## config.mk

```make
export PLATFORM = sky130hd
export DESIGN_NAME = jtag_tap_ctrl
export DESIGN_NICKNAME = d
export VERILOG_FILES = /design/src/rtl/jtag_pkg.sv /design/src/rtl/jtag_tap_fsm.sv /design/src/rtl/jtag_tap_ctrl.sv
export SDC_FILE = /design/constraint.sdc
export NUM_CORES = 1
export LEC_CHECK = 0
export ABC_AREA = 1
export CAP_MARGIN = 10
export CORE_MARGIN = 4
export CORE_UTILIZATION = 25
export DETAILED_ROUTE_END_ITERATION = 6
export PLACE_DENSITY = 0.51
export SYNTH_ARGS = -nofsm -noshare
export SYNTH_HDL_FRONTEND = slang
export SYNTH_SLANG_ARGS = --single-unit
```

## constraint.sdc

```tcl
create_clock -name internal_clk -period 2.4 [get_ports internal_clk]
set_input_delay 0.48 -clock internal_clk [delete_from_list [all_inputs] [get_ports internal_clk]]
set_output_delay 0.48 -clock internal_clk [all_outputs]
set_load 0.005 [all_outputs]
```

## src/rtl/jtag_pkg.sv

```systemverilog
// Shared TAP definitions: state encodings, instruction codes and the IR
// capture pattern used by the TAP controller and its FSM.
package jtag_pkg;

  typedef enum logic [3:0] {
    EXIT2_DR         = 4'h0,
    EXIT1_DR         = 4'h1,
    SHIFT_DR         = 4'h2,
    PAUSE_DR         = 4'h3,
    SELECT_IR_SCAN   = 4'h4,
    UPDATE_DR        = 4'h5,
    CAPTURE_DR       = 4'h6,
    SELECT_DR_SCAN   = 4'h7,
    EXIT2_IR         = 4'h8,
    EXIT1_IR         = 4'h9,
    SHIFT_IR         = 4'hA,
    PAUSE_IR         = 4'hB,
    RUN_TEST_IDLE    = 4'hC,
    UPDATE_IR        = 4'hD,
    CAPTURE_IR       = 4'hE,
    TEST_LOGIC_RESET = 4'hF
  } tap_state_e;

  typedef enum logic [1:0] {
    SEL_BYPASS = 2'd0,
    SEL_IDCODE = 2'd1,
    SEL_USER   = 2'd2
  } dr_sel_e;

  localparam logic [3:0] IR_BYPASS  = 4'b1111;
  localparam logic [3:0] IR_IDCODE  = 4'b0010;
  localparam logic [3:0] IR_USER    = 4'b1000;
  localparam logic [1:0] IR_CAPTURE = 2'b01;

endpackage

```

## src/rtl/jtag_tap_fsm.sv

```systemverilog
// 16-state TAP state machine. Advances once per cycle in which tck_en_i is
// high; srst_i forces Test-Logic-Reset regardless of tck_en_i. next_o exposes
// the state being entered so the datapath can act on transitions.
module jtag_tap_fsm
  import jtag_pkg::*;
(
  input  logic       internal_clk,
  input  logic       reset_n,
  input  logic       srst_i,
  input  logic       tck_en_i,
  input  logic       tms_i,
  output logic [3:0] state_o,
  output logic [3:0] next_o
);

  tap_state_e state_q, state_d, step_s;

  // Transition taken on one TCK edge for the current TMS value
  always_comb begin
    step_s = TEST_LOGIC_RESET;
    case (state_q)
      TEST_LOGIC_RESET: step_s = tms_i ? TEST_LOGIC_RESET : RUN_TEST_IDLE;
      RUN_TEST_IDLE:    step_s = tms_i ? SELECT_DR_SCAN   : RUN_TEST_IDLE;
      SELECT_DR_SCAN:   step_s = tms_i ? SELECT_IR_SCAN   : CAPTURE_DR;
      CAPTURE_DR:       step_s = tms_i ? EXIT1_DR         : SHIFT_DR;
      SHIFT_DR:         step_s = tms_i ? EXIT1_DR         : SHIFT_DR;
      EXIT1_DR:         step_s = tms_i ? UPDATE_DR        : PAUSE_DR;
      PAUSE_DR:         step_s = tms_i ? EXIT2_DR         : PAUSE_DR;
      EXIT2_DR:         step_s = tms_i ? UPDATE_DR        : SHIFT_DR;
      UPDATE_DR:        step_s = tms_i ? SELECT_DR_SCAN   : RUN_TEST_IDLE;
      SELECT_IR_SCAN:   step_s = tms_i ? TEST_LOGIC_RESET : CAPTURE_IR;
      CAPTURE_IR:       step_s = tms_i ? EXIT1_IR         : SHIFT_IR;
      SHIFT_IR:         step_s = tms_i ? EXIT1_IR         : SHIFT_IR;
      EXIT1_IR:         step_s = tms_i ? UPDATE_IR        : PAUSE_IR;
      PAUSE_IR:         step_s = tms_i ? EXIT2_IR         : PAUSE_IR;
      EXIT2_IR:         step_s = tms_i ? UPDATE_IR        : SHIFT_IR;
      UPDATE_IR:        step_s = tms_i ? SELECT_DR_SCAN   : RUN_TEST_IDLE;
      default:          step_s = TEST_LOGIC_RESET;
    endcase
  end

  // Move only on a TCK edge; the soft reset overrides everything
  always_comb begin
    state_d = state_q;
    if (srst_i) begin
      state_d = TEST_LOGIC_RESET;
    end else if (tck_en_i) begin
      state_d = step_s;
    end else begin
      state_d = state_q;
    end
  end

  // State register
  always_ff @(posedge internal_clk or negedge reset_n) begin
    if (!reset_n) begin
      state_q <= TEST_LOGIC_RESET;
    end else begin
      state_q <= state_d;
    end
  end

  assign state_o = state_q;
  assign next_o  = state_d;

endmodule

```

## src/rtl/jtag_tap_ctrl.sv

```systemverilog
// JTAG TAP controller in the internal_clk domain. TMS/TDI are synchronised,
// the FSM steps on each tck_en pulse, and the top holds the IR, the IDCODE,
// BYPASS and USER data registers plus registered TDO.
// Build option JTAG_TAP_TRST_EN adds the trst_n input (synchronised, forces
// Test-Logic-Reset and IDCODE while low, leaves user_data alone).
module jtag_tap_ctrl
  import jtag_pkg::*;
#(
  parameter int          IR_W        = 4,
  parameter int          USER_W      = 8,
  parameter logic [31:0] IDCODE_VAL  = 32'h1000_0001,
  parameter int          SYNC_STAGES = 2
) (
  input  logic              internal_clk,
  input  logic              reset_n,
`ifdef JTAG_TAP_TRST_EN
  input  logic              trst_n,
`endif
  input  logic              tck_en,
  input  logic              tms,
  input  logic              tdi,
  output logic              tdo,
  output logic              tdo_oe,
  output logic [3:0]        tap_state,
  output logic [IR_W-1:0]   ir_value,
  input  logic [USER_W-1:0] user_capture,
  output logic [USER_W-1:0] user_data,
  output logic              user_update
);

  localparam logic [IR_W-1:0] IR_BYP_W = '1;
  localparam logic [IR_W-1:0] IR_IDC_W = IR_W'(IR_IDCODE);
  localparam logic [IR_W-1:0] IR_USR_W = IR_W'(IR_USER);
  localparam logic [IR_W-1:0] IR_CAP_W = IR_W'(IR_CAPTURE);

  function automatic dr_sel_e decode_ir(input logic [IR_W-1:0] ir);
    if (ir == IR_BYP_W) begin
      return SEL_BYPASS;
    end else if (ir == IR_IDC_W) begin
      return SEL_IDCODE;
    end else if (ir == IR_USR_W) begin
      return SEL_USER;
    end else begin
      return SEL_BYPASS;
    end
  endfunction

  logic [SYNC_STAGES-1:0] tms_sync_q, tdi_sync_q;
  logic                   tms_s, tdi_s, srst_s;
  logic [3:0]             state_raw_s, next_raw_s;
  tap_state_e             state_s, next_s;
  dr_sel_e                sel_s;

  logic [IR_W-1:0]   ir_sr_q, ir_sr_d, ir_q, ir_d;
  logic [31:0]       id_sr_q, id_sr_d;
  logic              byp_q, byp_d;
  logic [USER_W-1:0] usr_sr_q, usr_sr_d, user_data_q, user_data_d;
  logic              user_update_q, user_update_d;
  logic              tdo_q, tdo_d, tdo_oe_q, tdo_oe_d;

  // Pin synchronisers for TMS and TDI
  always_ff @(posedge internal_clk or negedge reset_n) begin
    if (!reset_n) begin
      tms_sync_q <= '0;
      tdi_sync_q <= '0;
    end else begin
      tms_sync_q <= {tms_sync_q[SYNC_STAGES-2:0], tms};
      tdi_sync_q <= {tdi_sync_q[SYNC_STAGES-2:0], tdi};
    end
  end

  assign tms_s = tms_sync_q[SYNC_STAGES-1];
  assign tdi_s = tdi_sync_q[SYNC_STAGES-1];

`ifdef JTAG_TAP_TRST_EN
  logic [1:0] trst_sync_q;

  // Two-flop synchroniser for the optional test reset pin
  always_ff @(posedge internal_clk or negedge reset_n) begin
    if (!reset_n) begin
      trst_sync_q <= 2'b00;
    end else begin
      trst_sync_q <= {trst_sync_q[0], trst_n};
    end
  end

  assign srst_s = ~trst_sync_q[1];
`else
  assign srst_s = 1'b0;
`endif

  jtag_tap_fsm u_fsm (
    .internal_clk (internal_clk),
    .reset_n      (reset_n),
    .srst_i       (srst_s),
    .tck_en_i     (tck_en),
    .tms_i        (tms_s),
    .state_o      (state_raw_s),
    .next_o       (next_raw_s)
  );

  assign state_s = tap_state_e'(state_raw_s);
  assign next_s  = tap_state_e'(next_raw_s);
  assign sel_s   = decode_ir(ir_q);

  // Capture/shift on the edge leaving those states, update on entering Update
  always_comb begin
    ir_sr_d       = ir_sr_q;
    ir_d          = ir_q;
    id_sr_d       = id_sr_q;
    byp_d         = byp_q;
    usr_sr_d      = usr_sr_q;
    user_data_d   = user_data_q;
    user_update_d = 1'b0;
    tdo_d         = 1'b0;
    tdo_oe_d      = 1'b0;

    if (tck_en) begin
      case (state_s)
        CAPTURE_IR: ir_sr_d = IR_CAP_W;
        SHIFT_IR:   ir_sr_d = {tdi_s, ir_sr_q[IR_W-1:1]};
        CAPTURE_DR: begin
          case (sel_s)
            SEL_IDCODE: id_sr_d  = IDCODE_VAL;
            SEL_USER:   usr_sr_d = user_capture;
            default:    byp_d    = 1'b0;
          endcase
        end
        SHIFT_DR: begin
          case (sel_s)
            SEL_IDCODE: id_sr_d  = {tdi_s, id_sr_q[31:1]};
            SEL_USER:   usr_sr_d = (usr_sr_q >> 1'b1) | (USER_W'(tdi_s) << (USER_W - 1));
            default:    byp_d    = tdi_s;
          endcase
        end
        default: begin
        end
      endcase
    end else begin
      ir_sr_d = ir_sr_q;
    end

    // Any entry into (or stay in) Test-Logic-Reset reselects IDCODE
    if (next_s == TEST_LOGIC_RESET) begin
      ir_d = IR_IDC_W;
    end else if (tck_en && (next_s == UPDATE_IR)) begin
      ir_d = ir_sr_q;
    end else begin
      ir_d = ir_q;
    end

    if (tck_en && (next_s == UPDATE_DR) && (sel_s == SEL_USER)) begin
      user_data_d   = usr_sr_q;
      user_update_d = 1'b1;
    end else begin
      user_update_d = 1'b0;
    end

    // TDO follows the LSB of whichever register is shifting
    case (state_s)
      SHIFT_IR: begin
        tdo_d    = ir_sr_q[0];
        tdo_oe_d = 1'b1;
      end
      SHIFT_DR: begin
        tdo_oe_d = 1'b1;
        case (sel_s)
          SEL_IDCODE: tdo_d = id_sr_q[0];
          SEL_USER:   tdo_d = usr_sr_q[0];
          default:    tdo_d = byp_q;
        endcase
      end
      default: begin
        tdo_d    = 1'b0;
        tdo_oe_d = 1'b0;
      end
    endcase
  end

  // Datapath and output registers
  always_ff @(posedge internal_clk or negedge reset_n) begin
    if (!reset_n) begin
      ir_sr_q       <= '0;
      ir_q          <= IR_IDC_W;
      id_sr_q       <= 32'h0000_0000;
      byp_q         <= 1'b0;
      usr_sr_q      <= '0;
      user_data_q   <= '0;
      user_update_q <= 1'b0;
      tdo_q         <= 1'b0;
      tdo_oe_q      <= 1'b0;
    end else begin
      ir_sr_q       <= ir_sr_d;
      ir_q          <= ir_d;
      id_sr_q       <= id_sr_d;
      byp_q         <= byp_d;
      usr_sr_q      <= usr_sr_d;
      user_data_q   <= user_data_d;
      user_update_q <= user_update_d;
      tdo_q         <= tdo_d;
      tdo_oe_q      <= tdo_oe_d;
    end
  end

  assign tap_state   = state_raw_s;
  assign ir_value    = ir_q;
  assign user_data   = user_data_q;
  assign user_update = user_update_q;
  assign tdo         = tdo_q;
  assign tdo_oe      = tdo_oe_q;

endmodule

```

==> flow_metrics.env <==
export IMPL_critPathLaunch="u_fsm.state_o[3]"
export IMPL_finalMaxSlewViolations=0
export IMPL_hold_viol=0
export IMPL_root_buffer="clkbuf_16"
export IMPL_drc_errors=0
export IMPL_vias=2327
export IMPL_synthDistinctLibCells=26
export IMPL_wirelength_microns=6420
export IMPL_cts_setup_buffers=0
export IMPL_period_share=0.818
export IMPL_worstSetupStartpointType="register"
export IMPL_p_leak_uw=0.00192
export IMPL_clk_pin_slew_ps=60
export IMPL_crit_arrival_ps=1480
export IMPL_clock_path_buffers=2
export IMPL_hold_class="in -> async"
export IMPL_routedWlPerCell_microns=12.1
export IMPL_grt_pass1_vias=2350
export IMPL_cap_violations=0
export IMPL_viasPerCell=4.40
export IMPL_cpPeakStageDelay_ps=630
export IMPL_grt_setup_unrepaired="no"
export IMPL_diodes=0
export IMPL_yosysSeqAreaShare=0.566
export IMPL_p_sw_uw=1240
export IMPL_cp_num_buf_inv=1
export IMPL_syn_nets=363
export IMPL_dr_pass1_iters=5
export IMPL_layout_setup_ws_ps=437
export IMPL_cts_buffers=9
export IMPL_slew_headroom=0.686
export IMPL_antenna_left=0
export IMPL_final_layout_size_suffix_gt1_frac=0.114
export IMPL_cts_tree="built"
export IMPL_synth_cells=350
export IMPL_num_rows=39
export IMPL_groute_usage_overall=0.0986
export IMPL_h_tree_depth=3
export IMPL_grt_first_pass_wirelength_microns=11300
export IMPL_antenna_found_initial=0
export IMPL_p_int_uw=2830
export IMPL_cts_sinks=68
export IMPL_worst_ep_required_time_ps=1920
export IMPL_die_w_microns=118
export IMPL_p_clk_frac=0.380
export IMPL_timing_fmax_mhz=509
export IMPL_final_util=0.328
export IMPL_syn_avg_cell_area_sq_um=8.62
export IMPL_setup_viol=0
export IMPL_fp_coreArea_sq_um=11600
export IMPL_crit_fanout=9
export IMPL_ys_ff_latch=68
export IMPL_ios=32
export IMPL_fin_skew_ps=7.08
export IMPL_grt_max_degree=69
export IMPL_p_comb_frac=0.234
export IMPL_start_util=0.260
export IMPL_port_buffers=31
export IMPL_critical_path_class="reg -> out"
export IMPL_syn2layout_area_growth_pct=26.1
export IMPL_worstMarginPinSlew_ps=471
export IMPL_swShare=0.305
export IMPL_grt_overflow_total=0
export IMPL_r2r_start="u_fsm.state_o[1]"
export IMPL_cts_hold_buf=0
export IMPL_yosys_warnings=0
export IMPL_syn_cell_area_sq_um=3020
export IMPL_dieArea_sq_um=13900
export IMPL_fin_setup_tns_ps=0
export IMPL_fin_nets=394
export IMPL_post_place_ws_ps=283
export IMPL_fp_dieH_microns=118
export IMPL_dpl_hpwl_microns=4230
export IMPL_crit_chain="clkdlybuf4s50_1"
export IMPL_crit_family="flip-flops"
export IMPL_ir_worst_vdd_v=0.000401
export IMPL_pwr_density_cell_nw_per_um2=1070
export IMPL_post_cts_resized=0
export IMPL_end_kind="output pin"
export IMPL_power_frac_seq=0.386
export IMPL_insertion_delay_ps=320
export IMPL_finalWeightedCongestion=0.823
export IMPL_critPathSlowestCell="dfstp_2"
export IMPL_fin_crit_ps=1960
export IMPL_status="finished, final reports clean"
export IMPL_drt_iter0_drc=208
## cell type report
cell class	instances	area (sq um)
clock inverter	4	95.1
sequential	68	1710
multi-input combinational	239	1100
timing repair buffer	36	368
fill	1229	7810
tap	143	179
clock buffer	12	256
inverter	27	101
## metrics by stage
stage | power (uW) | hold WS (ps) | std cells | instance area, sq um
global route | 4330 | 191 | 529 | 3810
detailed placement | 2550 | 336 | 513 | 3450
global placement | 2540 | 337 | 513 | 3450
finish | 4070 | 163 | 529 | 3810
floorplan | 2220 | 184 | 350 | 3020
CTS | 4130 | 181 | 529 | 3810
## state kept, by name (all words and copies together), names as in the netlist
name	cells
byp_q	1
id_sr_q	32
ir_sr_q	4
ir_value	4
tdi_sync_q	2
tdo	1
tdo_oe	1
tms_sync_q	2
u_fsm.state_o	4
user_data	8
user_update	1
usr_sr_q	8
## cell usage after synthesis
cell type | count | area [sq um]
nand2_1 | 121 | 454
dfrtp_1 | 63 | 1580
nand3_1 | 56 | 280
nor2_1 | 27 | 101
inv_1 | 19 | 71.3
a31oi_1 | 10 | 62.6
o21ai_0 | 8 | 40.0
buf_2 | 7 | 35.0
inv_2 | 7 | 26.3
buf_4 | 5 | 37.5
dfstp_2 | 5 | 131
buf_6 | 3 | 33.8
nand4_1 | 3 | 18.8
nor2_4 | 3 | 33.8
nand2_2 | 2 | 12.5
a21oi_1 | 1 | 5.00
clkbuf_1 | 1 | 3.75
clkinv_1 | 1 | 3.75
nand2_4 | 1 | 11.3
nand3_2 | 1 | 10.0
nand3_4 | 1 | 17.5
nand4_2 | 1 | 12.5
nor2_2 | 1 | 6.26
nor2_8 | 1 | 20.0
o21a_1 | 1 | 7.51
o21ai_1 | 1 | 5.00
## placed cells by master (no fill, tap or decap), types with 2 or more instances in the layout
master           netlist  routed
nand2_1              121     121
dfrtp_1               63      63
buf_12                 0       2
dfstp_2                5       5
bufinv_16              0       3
nand2_2                2       2
clkbuf_16              0       9
nor2_1                27      27
inv_1                 19      19
o21ai_0                8       8
inv_2                  7       7
nand3_1               56      56
clkdlybuf4s50_1        0      30
nand4_1                3       3
nor2_4                 3       3
clkbuf_8               0       2
a31oi_1               10      10
buf_4                  5       3
## per-layer routing
metal / global-route usage / up-vias / share of wire
met5: 0 / - / 0
met2: 0.154 / 39 / 0.46
met1: 0.127 / 1100 / 0.49
li1: - / 1182 / -
met4: 0.0374 / 0 / 0.013
met3: 0.0322 / 6 / 0.036
## power groups by stage
stage,registers [uW],clock network (uW),logic [uW]
finish,1570,1550,951
global route,1600,1640,1100
CTS,1580,1590,967
detailed placement,1590,0,960
global placement,1590,0,950
floorplan,1520,0,693
## logic make-up (layout without fill, tap and decap cells)
kind of cell	count (synthesis)	count (layout)	share of synthesized area
compound gates	21	21	0.0398
buf+inv	43	79	0.0701
flops	68	68	0.566
simple gates	218	218	0.324
## final timing paths
| path | endpoint | slack (ps) | cells after the start |
|---|---|---|---|
| hold / removal | id_sr_q[13] | 160 | 2 |
| max in group asynchronous | ir_value[1] | 1900 | 2 |
| min in group internal_clk | tms_sync_q[1] | 350 | 0 |
| hold reg to reg | tms_sync_q[1] | 350 | 0 |
| setup / recovery | tap_state[3] | 440 | 1 |
| setup reg to reg | id_sr_q[29] | 610 | 7 |
Power figures use the tool's default switching activity.
